===== src/rtl/frame_capture_pkg.sv =====
// Shared constants and state encoding for the 160x120 RGB444 frame buffer.
// Used by both the capture writer and the colour analyzer.
package frame_capture_pkg;

  localparam int FRAME_W    = 160;
  localparam int FRAME_H    = 120;
  localparam int NUM_PIXELS = FRAME_W * FRAME_H;
  localparam int ADDR_W     = 15;
  localparam int DATA_W     = 12;
  localparam int COL_W      = $clog2(FRAME_W);

  // Colour-bar boundaries: thirds of the line, rounded up (54 and 107 for 160 columns).
  localparam int BAR1_END = (FRAME_W + 2) / 3;
  localparam int BAR2_END = (2 * FRAME_W + 2) / 3;

  typedef enum logic [1:0] {
    IDLE    = 2'd0,
    WAIT_VS = 2'd1,
    CAPTURE = 2'd2,
    DONE    = 2'd3
  } state_t;

  function automatic logic [11:0] bar_colour(input logic [COL_W-1:0] x);
    if (x < COL_W'(BAR1_END)) return 12'hF00;
    else if (x < COL_W'(BAR2_END)) return 12'h0F0;
    else return 12'h00F;
  endfunction

endpackage


===== src/rtl/frame_capture_cam_sync.sv =====
// Brings the asynchronous camera bus into the clk domain (two flops per signal)
// and derives pclk rising and vsync rising/falling edge strobes.
module frame_capture_cam_sync (
  input  logic       i_clk,
  input  logic       i_rst_n,
  input  logic       i_pclk,
  input  logic       i_vsync,
  input  logic       i_href,
  input  logic [7:0] i_data,
  output logic       o_pclk_rise,
  output logic       o_vsync_rise,
  output logic       o_vsync_fall,
  output logic       o_href,
  output logic [7:0] o_data
);

  logic [1:0] r_pclk_sync;
  logic [1:0] r_vsync_sync;
  logic [1:0] r_href_sync;
  logic [7:0] r_data_meta;
  logic [7:0] r_data_sync;
  logic       r_pclk_prev;
  logic       r_vsync_prev;

  always_ff @(posedge i_clk) begin
    if (!i_rst_n) begin
      r_pclk_sync  <= '0;
      r_vsync_sync <= '0;
      r_href_sync  <= '0;
      r_data_meta  <= '0;
      r_data_sync  <= '0;
      r_pclk_prev  <= 1'b0;
      r_vsync_prev <= 1'b0;
    end else begin
      r_pclk_sync  <= {r_pclk_sync[0], i_pclk};
      r_vsync_sync <= {r_vsync_sync[0], i_vsync};
      r_href_sync  <= {r_href_sync[0], i_href};
      r_data_meta  <= i_data;
      r_data_sync  <= r_data_meta;
      r_pclk_prev  <= r_pclk_sync[1];
      r_vsync_prev <= r_vsync_sync[1];
    end
  end

  // Data travels through the same two-flop depth as pclk, so it is stable at every pclk_rise.
  assign o_pclk_rise  = r_pclk_sync[1] & ~r_pclk_prev;
  assign o_vsync_rise = r_vsync_sync[1] & ~r_vsync_prev;
  assign o_vsync_fall = ~r_vsync_sync[1] & r_vsync_prev;
  assign o_href       = r_href_sync[1];
  assign o_data       = r_data_sync;

endmodule


===== src/rtl/frame_capture.sv =====
// OV7670 RGB444 frame writer: packs byte pairs into 12-bit pixels at addresses 0..NUM_PIXELS-1.
// Define FRAME_CAPTURE_TEST_PATTERN_EN to replace the camera path with a vertical colour-bar generator.
module frame_capture #(
  parameter int NUM_PIXELS = frame_capture_pkg::NUM_PIXELS,
  parameter int ADDR_W     = frame_capture_pkg::ADDR_W,
  parameter int DATA_W     = frame_capture_pkg::DATA_W
) (
  input  logic              i_clk,
  input  logic              i_rst_n,
  input  logic              i_init,
  input  logic              i_cam_pclk,
  input  logic              i_cam_vsync,
  input  logic              i_cam_href,
  input  logic [7:0]        i_cam_data,
  output logic [ADDR_W-1:0] o_addr,
  output logic [DATA_W-1:0] o_data,
  output logic              o_we,
  output logic              o_busy,
  output logic              o_done,
  output logic              o_err
);
  import frame_capture_pkg::*;

  localparam logic [ADDR_W-1:0] LAST_ADDR = ADDR_W'(NUM_PIXELS - 1);

  state_t              r_state;
  logic                r_init_prev;
  logic                r_wr_pend;
  logic [ADDR_W-1:0]   r_addr;
  logic [DATA_W-1:0]   r_data;
  logic                r_we;
  logic                r_busy;
  logic                r_done;
  logic                r_err;

  logic                w_init_rise;
  logic                w_frame_start;
  logic                w_frame_short;
  logic                w_pix_ready;
  logic [DATA_W-1:0]   w_pix;

  assign w_init_rise = i_init & ~r_init_prev;

`ifdef FRAME_CAPTURE_TEST_PATTERN_EN
  localparam state_t ARM_STATE = CAPTURE;

  logic [1:0]       r_div;
  logic [COL_W-1:0] r_col;

  // One pixel every 4 clk; the column tracks addr mod FRAME_W without a divider.
  always_ff @(posedge i_clk) begin
    if (!i_rst_n || w_init_rise) begin
      r_div <= '0;
      r_col <= '0;
    end else if (r_state == CAPTURE) begin
      r_div <= r_div + 2'd1;
      if (r_we) r_col <= (r_col == COL_W'(FRAME_W - 1)) ? '0 : r_col + COL_W'(1);
    end
  end

  assign w_pix_ready   = (r_state == CAPTURE) && (r_div == 2'd3);
  assign w_pix         = DATA_W'(bar_colour(r_col));
  assign w_frame_start = 1'b0;
  assign w_frame_short = 1'b0;
`else
  localparam state_t ARM_STATE = WAIT_VS;

  logic       w_pclk_rise;
  logic       w_vsync_rise;
  logic       w_vsync_fall;
  logic       w_href;
  logic [7:0] w_cam_data;
  logic       r_phase;
  logic [3:0] r_red;

  frame_capture_cam_sync u_cam_sync (
    .i_clk        (i_clk),
    .i_rst_n      (i_rst_n),
    .i_pclk       (i_cam_pclk),
    .i_vsync      (i_cam_vsync),
    .i_href       (i_cam_href),
    .i_data       (i_cam_data),
    .o_pclk_rise  (w_pclk_rise),
    .o_vsync_rise (w_vsync_rise),
    .o_vsync_fall (w_vsync_fall),
    .o_href       (w_href),
    .o_data       (w_cam_data)
  );

  // Byte phase: first byte of a pair carries R in its low nibble; href low drops a dangling byte.
  always_ff @(posedge i_clk) begin
    if (!i_rst_n || w_init_rise) begin
      r_phase <= 1'b0;
      r_red   <= '0;
    end else if (r_state != CAPTURE || !w_href) begin
      r_phase <= 1'b0;
    end else if (w_pclk_rise) begin
      if (!r_phase) r_red <= w_cam_data[3:0];
      r_phase <= ~r_phase;
    end
  end

  assign w_pix_ready   = (r_state == CAPTURE) && w_href && w_pclk_rise && r_phase;
  assign w_pix         = DATA_W'({r_red, w_cam_data});
  assign w_frame_start = w_vsync_fall;
  assign w_frame_short = w_vsync_rise;
`endif

  always_ff @(posedge i_clk) begin
    if (!i_rst_n) begin
      r_state     <= IDLE;
      r_init_prev <= 1'b0;
      r_wr_pend   <= 1'b0;
      r_addr      <= '0;
      r_data      <= '0;
      r_we        <= 1'b0;
      r_busy      <= 1'b0;
      r_done      <= 1'b0;
      r_err       <= 1'b0;
    end else begin
      r_init_prev <= i_init;
      r_we        <= 1'b0;
      r_wr_pend   <= 1'b0;
      if (w_init_rise) begin
        r_state <= ARM_STATE;
        r_addr  <= '0;
        r_busy  <= 1'b1;
        r_done  <= 1'b0;
        r_err   <= 1'b0;
      end else begin
        case (r_state)
          WAIT_VS: begin
            if (w_frame_start) r_state <= CAPTURE;
          end
          CAPTURE: begin
            // A completing last write wins over a coincident vsync rise.
            if (r_we && r_addr == LAST_ADDR) begin
              r_state <= DONE;
              r_addr  <= '0;
              r_busy  <= 1'b0;
              r_done  <= 1'b1;
              r_err   <= 1'b0;
            end else if (w_frame_short) begin
              r_state <= DONE;
              r_addr  <= '0;
              r_busy  <= 1'b0;
              r_done  <= 1'b1;
              r_err   <= 1'b1;
            end else begin
              r_we <= r_wr_pend;
              if (r_we) r_addr <= r_addr + ADDR_W'(1);
              if (w_pix_ready) begin
                r_data    <= w_pix;
                r_wr_pend <= 1'b1;
              end
            end
          end
          default: ;
        endcase
      end
    end
  end

  assign o_addr = r_addr;
  assign o_data = r_data;
  assign o_we   = r_we;
  assign o_busy = r_busy;
  assign o_done = r_done;
  assign o_err  = r_err;

endmodule


===== config.mk =====
export PLATFORM = sky130hd
export DESIGN_NAME = frame_capture
export DESIGN_NICKNAME = d
export VERILOG_FILES = /design/src/rtl/frame_capture_pkg.sv /design/src/rtl/frame_capture_cam_sync.sv /design/src/rtl/frame_capture.sv
export SDC_FILE = /design/constraint.sdc
export NUM_CORES = 1
export LEC_CHECK = 0
export ABC_AREA = 0
export BUFFER_PORTS_ARGS = -buffer_cell sky130_fd_sc_hd__buf_2
export CELL_PAD_IN_SITES_DETAIL_PLACEMENT = 1
export CELL_PAD_IN_SITES_GLOBAL_PLACEMENT = 2
export CORE_ASPECT_RATIO = 1.2
export CORE_MARGIN = 4
export CORE_UTILIZATION = 34
export DETAILED_ROUTE_END_ITERATION = 7
export PLACE_DENSITY_LB_ADDON = 0.05
export REMOVE_ABC_BUFFERS = 1
export SYNTH_ARGS = -nofsm -noshare
export SYNTH_HDL_FRONTEND = slang
export SYNTH_SLANG_ARGS = --single-unit

===== constraint.sdc =====
create_clock -name i_clk -period 2.65 [get_ports i_clk]
set_input_delay 0.1325 -clock i_clk [delete_from_list [all_inputs] [get_ports i_clk]]
set_output_delay 0.1325 -clock i_clk [all_outputs]
set_load 0.01 [all_outputs]

### Yosys cells after proc, flatten, opt, wreduce, memory -nomap -nowiden

Index checks and enable logic that the tools add are counted.

* flip-flop bits (word level): 64
* output and inout bits: 31
* bits of input ports: 14
* logic and storage cells: 83

* multiplexer cells: 16
* add/subtract/negate cells: 1
* bitwise operators: 15
* reduce and logical (&&, ||, !) cells: 24
* eq/ne operators: 8

Operators by type and width (count)
* $mux W15: 3
* $add A15 B1 Y15 const B: 1
* $eq A15 B15 Y1 const B: 1
* $not A1 Y1: 11
* $mux W1: 9
* $reduce_and A3 Y1: 3
* $reduce_bool A3 Y1: 3
* $mux W2: 3
* $reduce_and A2 Y1: 3
* $reduce_bool A2 Y1: 3
* $reduce_and A5 Y1: 1
* $reduce_or A5 Y1: 1
* $and A1 B1 Y1: 4
* $logic_and A1 B1 Y1: 4
* $ne A4 B2 Y1 const B: 1
* $pmux W2 S2: 1
* $reduce_or A2 Y1: 2
* $ne A3 B1 Y1 const B: 1
* $ne A3 B2 Y1 const B: 1
* $eq A2 B1 Y1 const B: 1
* $eq A2 B2 Y1 const B: 1
* $logic_not A1 Y1: 2
* $logic_or A1 B1 Y1: 2
* $ne A2 B1 Y1 const B: 1
* $ne A2 B2 Y1 const B: 1

### Longest topological paths before layout

Gate-level depths: netlist (run 1).

* word-level depth: 6
* depth in mapped cells: 6
* mapped depth without buffers: 6

### Modules after synthesis

From an unflattened synthesis (run 1), not the netlist that was laid out.

* cell total of the unflattened synthesis: 248
* area total of the unflattened synthesis: 2497.4 um2

By module, submodules not included
* frame_capture: instances 1, seq. area each 800.8 um2, area an instance 1803.0 um2, cells each 195
* frame_capture_cam_sync: instances 1, seq. area each 480.5 um2, area an instance 694.4 um2, cells each 53

### Least setup slack after synthesis (run 1)

Ideal clock, no wire load.

* path kind: register -> register
* start: register r_addr[0], in the netlist o_addr[0]
* end: register r_busy, in the netlist o_busy
* data arrival time: 1.824 ns
* cell stages (with the launch flop): 7
* library setup time: 0.130 ns
* slack: 0.695 ns
* cells stage by stage: dfxtp_1 ha_1 nand4_1 or4_4 buf_6 a21oi_4 o22ai_1

* longest elaborated chain between the ends: 5
* elaborated cells on any way between the ends: 7

RTL lines
* start: declaration: line frame_capture.sv:29 `logic [ADDR_W-1:0] r_addr;`
* start signal: assignment: line frame_capture.sv:151 `if (r_we) r_addr <= r_addr + ADDR_W'(1);`
* $eq A15 B15 Y1 *: line frame_capture.sv:137 `if (r_we && r_addr == LAST_ADDR) begin`
* $logic_and A1 B1 Y1 *: line frame_capture.sv:137
* $mux W1: line frame_capture.sv:137
* $mux W1: line frame_capture.sv:131 `case (r_state)`
* $mux W1: line frame_capture.sv:124 `if (w_init_rise) begin`
* end signal: assignment: line frame_capture.sv:127 `r_busy <= 1'b1;`
* end signal: assignment: line frame_capture.sv:140 `r_busy <= 1'b0;`
* end signal: assignment: line frame_capture.sv:146 `r_busy <= 1'b0;`
* end: declaration: line frame_capture.sv:32 `logic r_busy;`

Every way passes the cells marked *; elsewhere a longest branch is shown, timed or not. The select of a mux whose other input is x is not followed.
A chain may end at the register's enable or synchronous reset.

### Final worst setup path (run 1)

* start: register r_addr[0], in the netlist o_addr[0]
* end: register r_data[2], in the netlist o_data[2]

* longest elaborated chain between the ends: 4

RTL lines
* $eq A15 B15 Y1: line frame_capture.sv:137
* $logic_and A1 B1 Y1: line frame_capture.sv:137
* $not A1 Y1 (no source line)
* $reduce_and A5 Y1 (no source line)
* end signal: assignment: line frame_capture.sv:153 `r_data <= w_pix;`
* end: declaration: line frame_capture.sv:30 `logic [DATA_W-1:0] r_data;`

Every way passes these cells.

==> results of run 1 <==
==> critical path, stage by stage, from the launching register on <==
cell and delay (ns):
dfxtp_1 0.35, ha_1 0.26, nand4_1 0.17, nor4_4 0.08, nor4_4 0.94, mux2i_1 0.29
==> cell usage in the layout (no fill, tap or decap), types with 2 or more instances in the layout <==
cell	n
or3_1	6
mux2i_1	16
a211oi_1	7
nor3_1	5
a31oi_1	5
or4_1	4
ha_1	3
o21a_1	2
clkbuf_8	10
nor2b_1	2
nand4_1	10
xnor2_1	2
buf_4	6
bufinv_16	4
nor2_1	6
dfxtp_1	64
o2111ai_1	3
inv_1	7
nand2b_1	3
or2_2	2
nand2_1	38
and4_1	2
o31ai_1	2
buf_2	44
dlygate4sd3_1	12
o21ai_0	7
and2_1	26
a21oi_1	6
nor4_4	2
nand3_1	4
==> worst paths after layout <==
| path | start | to | slack [ns] | depth (start not counted) |
|---|---|---|---|---|
| setup reg to reg | o_addr[0]$_SDFFE_PP0P_ | o_data[2]$_SDFFE_PN0P_ | 0.48 | 5 |
| setup / recovery | o_addr[0]$_SDFFE_PP0P_ | o_data[2]$_SDFFE_PN0P_ | 0.48 | 5 |
| hold / removal | i_rst_n | r_state[0]$_SDFFE_PN0P_ | 0.40 | 3 |
| hold reg to reg | u_cam_sync.r_data_meta[1]$_SDFF_PN0_ | u_cam_sync.o_data[1]$_SDFF_PN0_ | 0.43 | 1 |
==> metrics by stage <==
step	worst slack (ns)	instance area, um2	utilization	total power, mW
2_1_floorplan	0.354	2450	-	1.05
3_3_place_gp	0.485	2840	0.393	1.09
3_5_place_dp	0.427	2840	0.393	1.09
4_1_cts	0.388	3220	0.445	2.24
5_1_grt	0.298	3230	0.447	2.29
6_report	0.476	3230	0.447	2.21
==> cell families after synthesis <==
logic type	after synthesis
flops	64
fa+ha+maj	3
simple gates	117
compound gates	38
buf+inv	20
xor+xnor	2
mux	16
==> per-layer routing <==
layer / part of all wire / wire length (um) / track usage
met1: 0.45 / 2650 / 0.175
met2: 0.50 / 3000 / 0.251
met5: 0 / 0 / 0
met3: 0.039 / 231 / 0.0395
met4: 0.012 / 70 / 0.0647
==> cell usage after synthesis, types with 2 or more instances <==
cell type,instances,area (um2)
a211oi_1,7,52.6
a21oi_1,6,30.0
a31oi_1,5,31.3
and2_1,26,163
and4_1,2,17.5
buf_1,2,7.51
buf_2,2,10.0
clkbuf_1,8,30.0
dfxtp_1,64,1280
ha_1,3,37.5
inv_1,7,26.3
mux2i_1,16,160
nand2_1,38,143
nand2b_1,3,18.8
nand3_1,4,20.0
nand4_1,10,62.6
nor2_1,6,22.5
nor2b_1,2,12.5
nor3_1,5,25.0
o2111ai_1,3,26.3
o21a_1,2,15.0
o21ai_0,7,35.0
o31ai_1,2,15.0
or2_2,2,12.5
or3_1,6,37.5
or4_1,4,30.0
xnor2_1,2,17.5
==> registers in the layout, indices dropped and copies added, names as in the netlist, 2 cells and up <==
register and cells:
o_data 12, o_addr 15, u_cam_sync.r_data_meta 8, r_state 2
r_red 4, u_cam_sync.r_vsync_sync 2, u_cam_sync.o_data 8, u_cam_sync.r_pclk_sync 2
u_cam_sync.r_href_sync 2
==> report_power, final <==
group / leakage, nW / internal [mW] / switching, mW
Sequential: 0.521 / 0.983 / 0.00710
Clock: 0.130 / 0.746 / 0.379
Combinational: 0.583 / 0.0431 / 0.0468
Total: 1.23 / 1.77 / 0.433
==> layout make-up <==
type | count | area (um2)
clock buffers | 11 | 141
clock inverters | 5 | 128
fillers | 847 | 4000
inverters | 7 | 26.3
multi-input cells | 176 | 1160
flip-flops and latches | 64 | 1280
well taps | 90 | 113
repair buffers | 62 | 385
==> results.md, run 1 <==
- Pre-antenna DRT Iters: 4
- Worst-margin pin slew: 1.09 ns
- CTS H-tree depth: 3
- RSZ-0062 raised after global routing: no
- Slew headroom: 0.268
- Post-DP HPWL: approximately 4 mm
- Final TNS setup: 0 ns
- Critical path required time: 2.90 ns
- Largest net degree at the start of global routing: 55
- Sequential fraction of the synthesis area: 0.510
- Detailed-route DRC error count: 0
- Initial antenna violation count: 0
- Post-Synth Simple-Gate Area: 0.264
- Cell count after synthesis: 260
- Port Buf Inserts: 44
- Worst Hold Margin: 0.403 ns
- Nets: 337
- I/O Pins: 45
- Overflow after GRT: 0
- Mux cell area share after synthesis: 0.0637
- Die Ht: between 100 and 150 um
- Later-pin clock latency in the skew report: around 0.34 ns
- Via density: 4.96
- Number of flops mapped to enable cells by yosys: 0
- Clock skew: 0.00865 ns
- CP max FO: 13
- Global-route wire length before repair: between 10 and 15 mm
- Main combinational cell family by area after synthesis: simple AND/OR/NAND/NOR gates
- CTS max path bufs: 2
- Sink Count: 64
- Yosys cell types: 43
- DRT Wirelength: 5.95 mm
- Dominant synthesized flop cell: dfxtp_1
- GPL Wtd Cong: around 0.77
- Vias: between 2000 and 2500
- FMAX: 0.460 GHz
- Antenna viol nets, final: 0
- Endpoints failing setup: 0
- Post-Syn Area: 2510 um2
- Post-Synth Adder-Cell Area: 0.0149
- Ys Warns: 0
- CTS buffer count: 9
- Final instance count without filler cells: 415
- N_diodes: 0
- Cell count after placement: about 390
- Vias in the first global route: about 2100
- Core ar.: 7230 um2
- Startpoint types: flop
- Xor/xnor share of the synthesized area: 0.00697
- Clk slew on worst S/H paths: 0.07 ns
- CTS tree: built
- Fin crit period: 2.17 ns
- Final Hold Fails: 0
- Die ar.: ~8800 um2
- Post-CTS Setup Inserts: 0
- WS Path Type: flop to flop
- Post-synthesis async set-or-reset flop share: 0
- Leakage power: 1.23 nW
- Tcrit/Tclk final: 0.820
- Worst Path Arrival: 2.43 ns
- Initial DRC Count: 22
- Post-synthesis compound-gate area fraction: 0.107
- Fin. max-slew vios: 0
- Pwr dens: just under 700 nW/um2
- Status: completed
- Crit end category: flop
- Worst min-delay path category: primary input to flop
- Post-CTS Resized: 0
- Wire length per cell: between 10 and 15 um
- Worst vdd ir: ~0.33 mV
- Initial Utilization: 0.348
- Area Overhead vs Synth: 28.5%
- Clock Tree Root: clkbuf_8
- Max_cap viols: 0
- Row count: 34
- GRT Util Overall: 0.148
- Share of layout cells above drive strength 1: 0.231
- Die X: around 86 um
- Seq cells post-synth: 64
- Syn_area_per_cell: ~9.7 um2
- Hold-fix buffers, CTS: 11
(Power assumes the default switching activity.)
==> run 2: changes to the inputs <==
--- a/config.mk
+++ b/config.mk
@@ -5,13 +5,13 @@
 export SDC_FILE = /design/constraint.sdc
 export NUM_CORES = 1
 export LEC_CHECK = 0
-export ABC_AREA = 0
+export ABC_AREA = 1
 export BUFFER_PORTS_ARGS = -buffer_cell sky130_fd_sc_hd__buf_2
 export CELL_PAD_IN_SITES_DETAIL_PLACEMENT = 1
 export CELL_PAD_IN_SITES_GLOBAL_PLACEMENT = 2
 export CORE_ASPECT_RATIO = 1.2
 export CORE_MARGIN = 4
-export CORE_UTILIZATION = 34
+export CORE_UTILIZATION = 32
 export DETAILED_ROUTE_END_ITERATION = 7
 export PLACE_DENSITY_LB_ADDON = 0.05
 export REMOVE_ABC_BUFFERS = 1
==> constraint.sdc (replaced) <==
create_clock -name i_clk -period 2.3 [get_ports i_clk]
set_input_delay 0.115 -clock i_clk [delete_from_list [all_inputs] [get_ports i_clk]]
set_output_delay 0.115 -clock i_clk [all_outputs]
set_load 0.01 [all_outputs]
==> run 2 against run 1 <==
- area after synthesis rose by 6.0%
- critical endpoint is now o_data[1]$_SDFFE_PN0P_
- highest routed layer unchanged
- utilization fell by 3.7 points
- clock power rose by 8%
- maximum frequency rose by 20%
==> results.md, run 2 <==
- Status: completed
- Leakage power: roughly 1.6 nW
- Crit path to: o_data[1]$_SDFFE_PN0P_
- R2r setup slk: a little under 0.5 ns
- Synth top cells by count: dfxtp_1, nand2_1, inv_1
- Reg-to-Reg End: o_data[1]$_SDFFE_PN0P_
- Ranking of synthesized cells by area: dfxtp_1, nand2_1, inv_1
- Crit end category: flop
- Synth top area share: 0.481
- Psw: 0.540 mW
- Post-CTS Resized: 0
- Max_cap viols: 0
- Seq cells post-synth: 64
- Final Hold Fails: 0
- Global-route wire length before repair: 11.2 mm
- N_diodes: 0
- Clock Power Share: 0.494
- Fin. max-slew vios: 0
- Internal power: 1.93 mW
- Die ar.: 9850 um2
- Cell count after placement: 469
- Design Power: 2.47 mW
- I/O Pins: 45
- Cell Area, Placed: 2950 um2
- Vias in the first global route: 2326
- Fin crit period: about 1.8 ns
- Share of power burned in registers: 0.462
- Startpoint types: flop
- Share of layout cells above drive strength 1: 0.249
- Initial antenna violation count: 0
- Largest net degree at the start of global routing: 26
- Final TNS setup: 0 ns
- Fillcell total: 1004
- Area Overhead vs Synth: 24.8%
- Tcrit/Tclk final: 0.785
- Die Ht: 108 um
- Wire length per cell: 12.8 um
- Detailed-route DRC error count: 0
- Via density: 4.49
- Slew headroom: 0.568
- Critical path required time: 2.52 ns
- R2R depth: 9
- GPL Wtd Cong: 0.728
- Clock Tree Root: clkbuf_8
- Hold wc startpoint: i_rst_n
- Port Buf Inserts: 44
- Hold-fix buffers, CTS: 12
- WS Path Type: flop to flop
- Design area: around 3300 um2
- Pwr dens: 743 nW/um2
- Dominant synthesized flop cell: dfxtp_1
- Critical Path Start: r_state[0]$_SDFFE_PN0P_
- Sink Count: 64
- CTS H-tree depth: 3
- Sequential fraction of the synthesis area: 0.481
- Antenna viol nets, final: 0
- RSZ-0062 raised after global routing: no
- Clock skew: 0.00810 ns
- Ys Warns: 0
- Overflow after GRT: 0
- Worst-margin pin slew: around 0.65 ns
- Worst min-delay path category: primary input to flop
- Worst vdd ir: between 0.3 and 0.4 mV
- Post-CTS Setup Inserts: 0
- Worst Path Arrival: 2.02 ns
- CTS max path bufs: 2
- Post-Syn Area: 2660 um2
- Core ar.: 8110 um2
- CTS tree: built
- Yosys cell types: 28
- Vias: 2234
- Die X: 91.3 um
- Initial Utilization: 0.329
- Pre-antenna DRT Iters: 3
- Power share of the combinational group: 0.045
- Post-synthesis async set-or-reset flop share: 0
- CP max FO: 13
- FF-to-FF Start: r_state[0]$_SDFFE_PN0P_
- CTS buffer count: 9
- Switching share of power: 0.218
- Fin worst setup slack: 0.495 ns
- Number of flip-flops in the largest register: 15
- Row count: 36
- Post-DP HPWL: about 4.7 mm
- Post-Place Setup Slack: 0.444 ns
- Endpoints failing setup: 0
- Number of flops mapped to enable cells by yosys: 0
- Syn_area_per_cell: 7.90 um2
- Final instance count without filler cells: 497
- DRT Wirelength: 6.39 mm
- Post-synth top area cell: dfxtp_1
- Nets: 414
- GRT Util Overall: 0.142
- Initial DRC Count: 52
- Most frequent cells in the layout: nand2_1, dfxtp_1, inv_1
- Cell count after synthesis: 337
- Later-pin clock latency in the skew report: 0.33 ns
- Clk slew on worst S/H paths: 0.08 ns
- FMAX: 0.554 GHz
run 2: cell types whose count changed in the layout (fill, tap and decap cells not counted), sizes merged, moves of 6 or more:
cell | before | now
or3 | 6 | 0
nand2 | 38 | 82
nor2 | 6 | 40
a21oi | 7 | 21
a211oi | 7 | 0
nand4 | 10 | 18
and2 | 26 | 0
inv | 7 | 62
mux2i | 16 | 0
nand3 | 4 | 19
run 2: power groups by stage:
stage                     Combinational (mW)  Sequential [mW]  Clock (mW)
final                                  0.110             1.14        1.22
after global routing                   0.128             1.14        1.31
after CTS                              0.114             1.14        1.26
after detailed placement              0.0983             1.17           0
after global placement                0.0962             1.17           0
after floorplan                       0.0565             1.17           0
run 2: worst min path at each step:
stage | to | slack [ns] | cells past startpoint
5_1_grt | u_cam_sync.r_data_meta[6]$_SDFF_PN0_ | 0.27 | 4
3_5_place_dp | u_cam_sync.r_data_meta[3]$_SDFF_PN0_ | 0.30 | 3
4_1_cts | u_cam_sync.o_data[7]$_SDFF_PN0_ | 0.25 | 4
3_3_place_gp | u_cam_sync.r_pclk_sync[0]$_SDFF_PN0_ | 0.29 | 3
2_1_floorplan | r_init_prev$_SDFF_PN0_ | 0.21 | 2
6_report | u_cam_sync.o_data[7]$_SDFF_PN0_ | 0.25 | 4
run 2: stage by stage:
stage / utilization / hold slack, ns
2_1_floorplan: - / 0.208
3_3_place_gp: 0.364 / 0.294
3_5_place_dp: 0.364 / 0.301
4_1_cts: 0.410 / 0.246
5_1_grt: 0.410 / 0.274
6_report: 0.410 / 0.255
run 2: critical path, stage by stage, from the launching register on:
cell and delay, ns:
dfxtp_1 0.33, inv_1 0.06, ha_1 0.40, nand2_2 0.09
inv_1 0.10, nand3_2 0.10, nor2_4 0.20, nand3_4 0.24
nand2_1 0.13, a21oi_1 0.06
run 2: logic make-up after synthesis:
group	after synthesis	synth area share
and+or+nand+nor	164	0.304
buffers and inverters	71	0.114
DFF	64	0.481
AOI/OAI and AO/OA	30	0.0700
xor gates and xnor gates	5	0.0164
adders and majority gates	3	0.0141
run 2: area by class of cell:
cell class	count	area, um2	share of cell area
multi-input combinational	202	1080	0.324
timing repair buffer	59	363	0.109
clock inverter	6	115	0.0346
tap	95	119	0.0357
inverter	61	231	0.0696
clock buffer	10	138	0.0414
sequential	64	1280	0.385
run 2: per-layer routing:
layer	part of all wire	up-vias	global-route usage
li1	-	1169	-
met1	0.42	1021	0.159
met2	0.52	36	0.262
met3	0.035	8	0.0341
met4	0.016	0	0.0528
met5	0	-	0
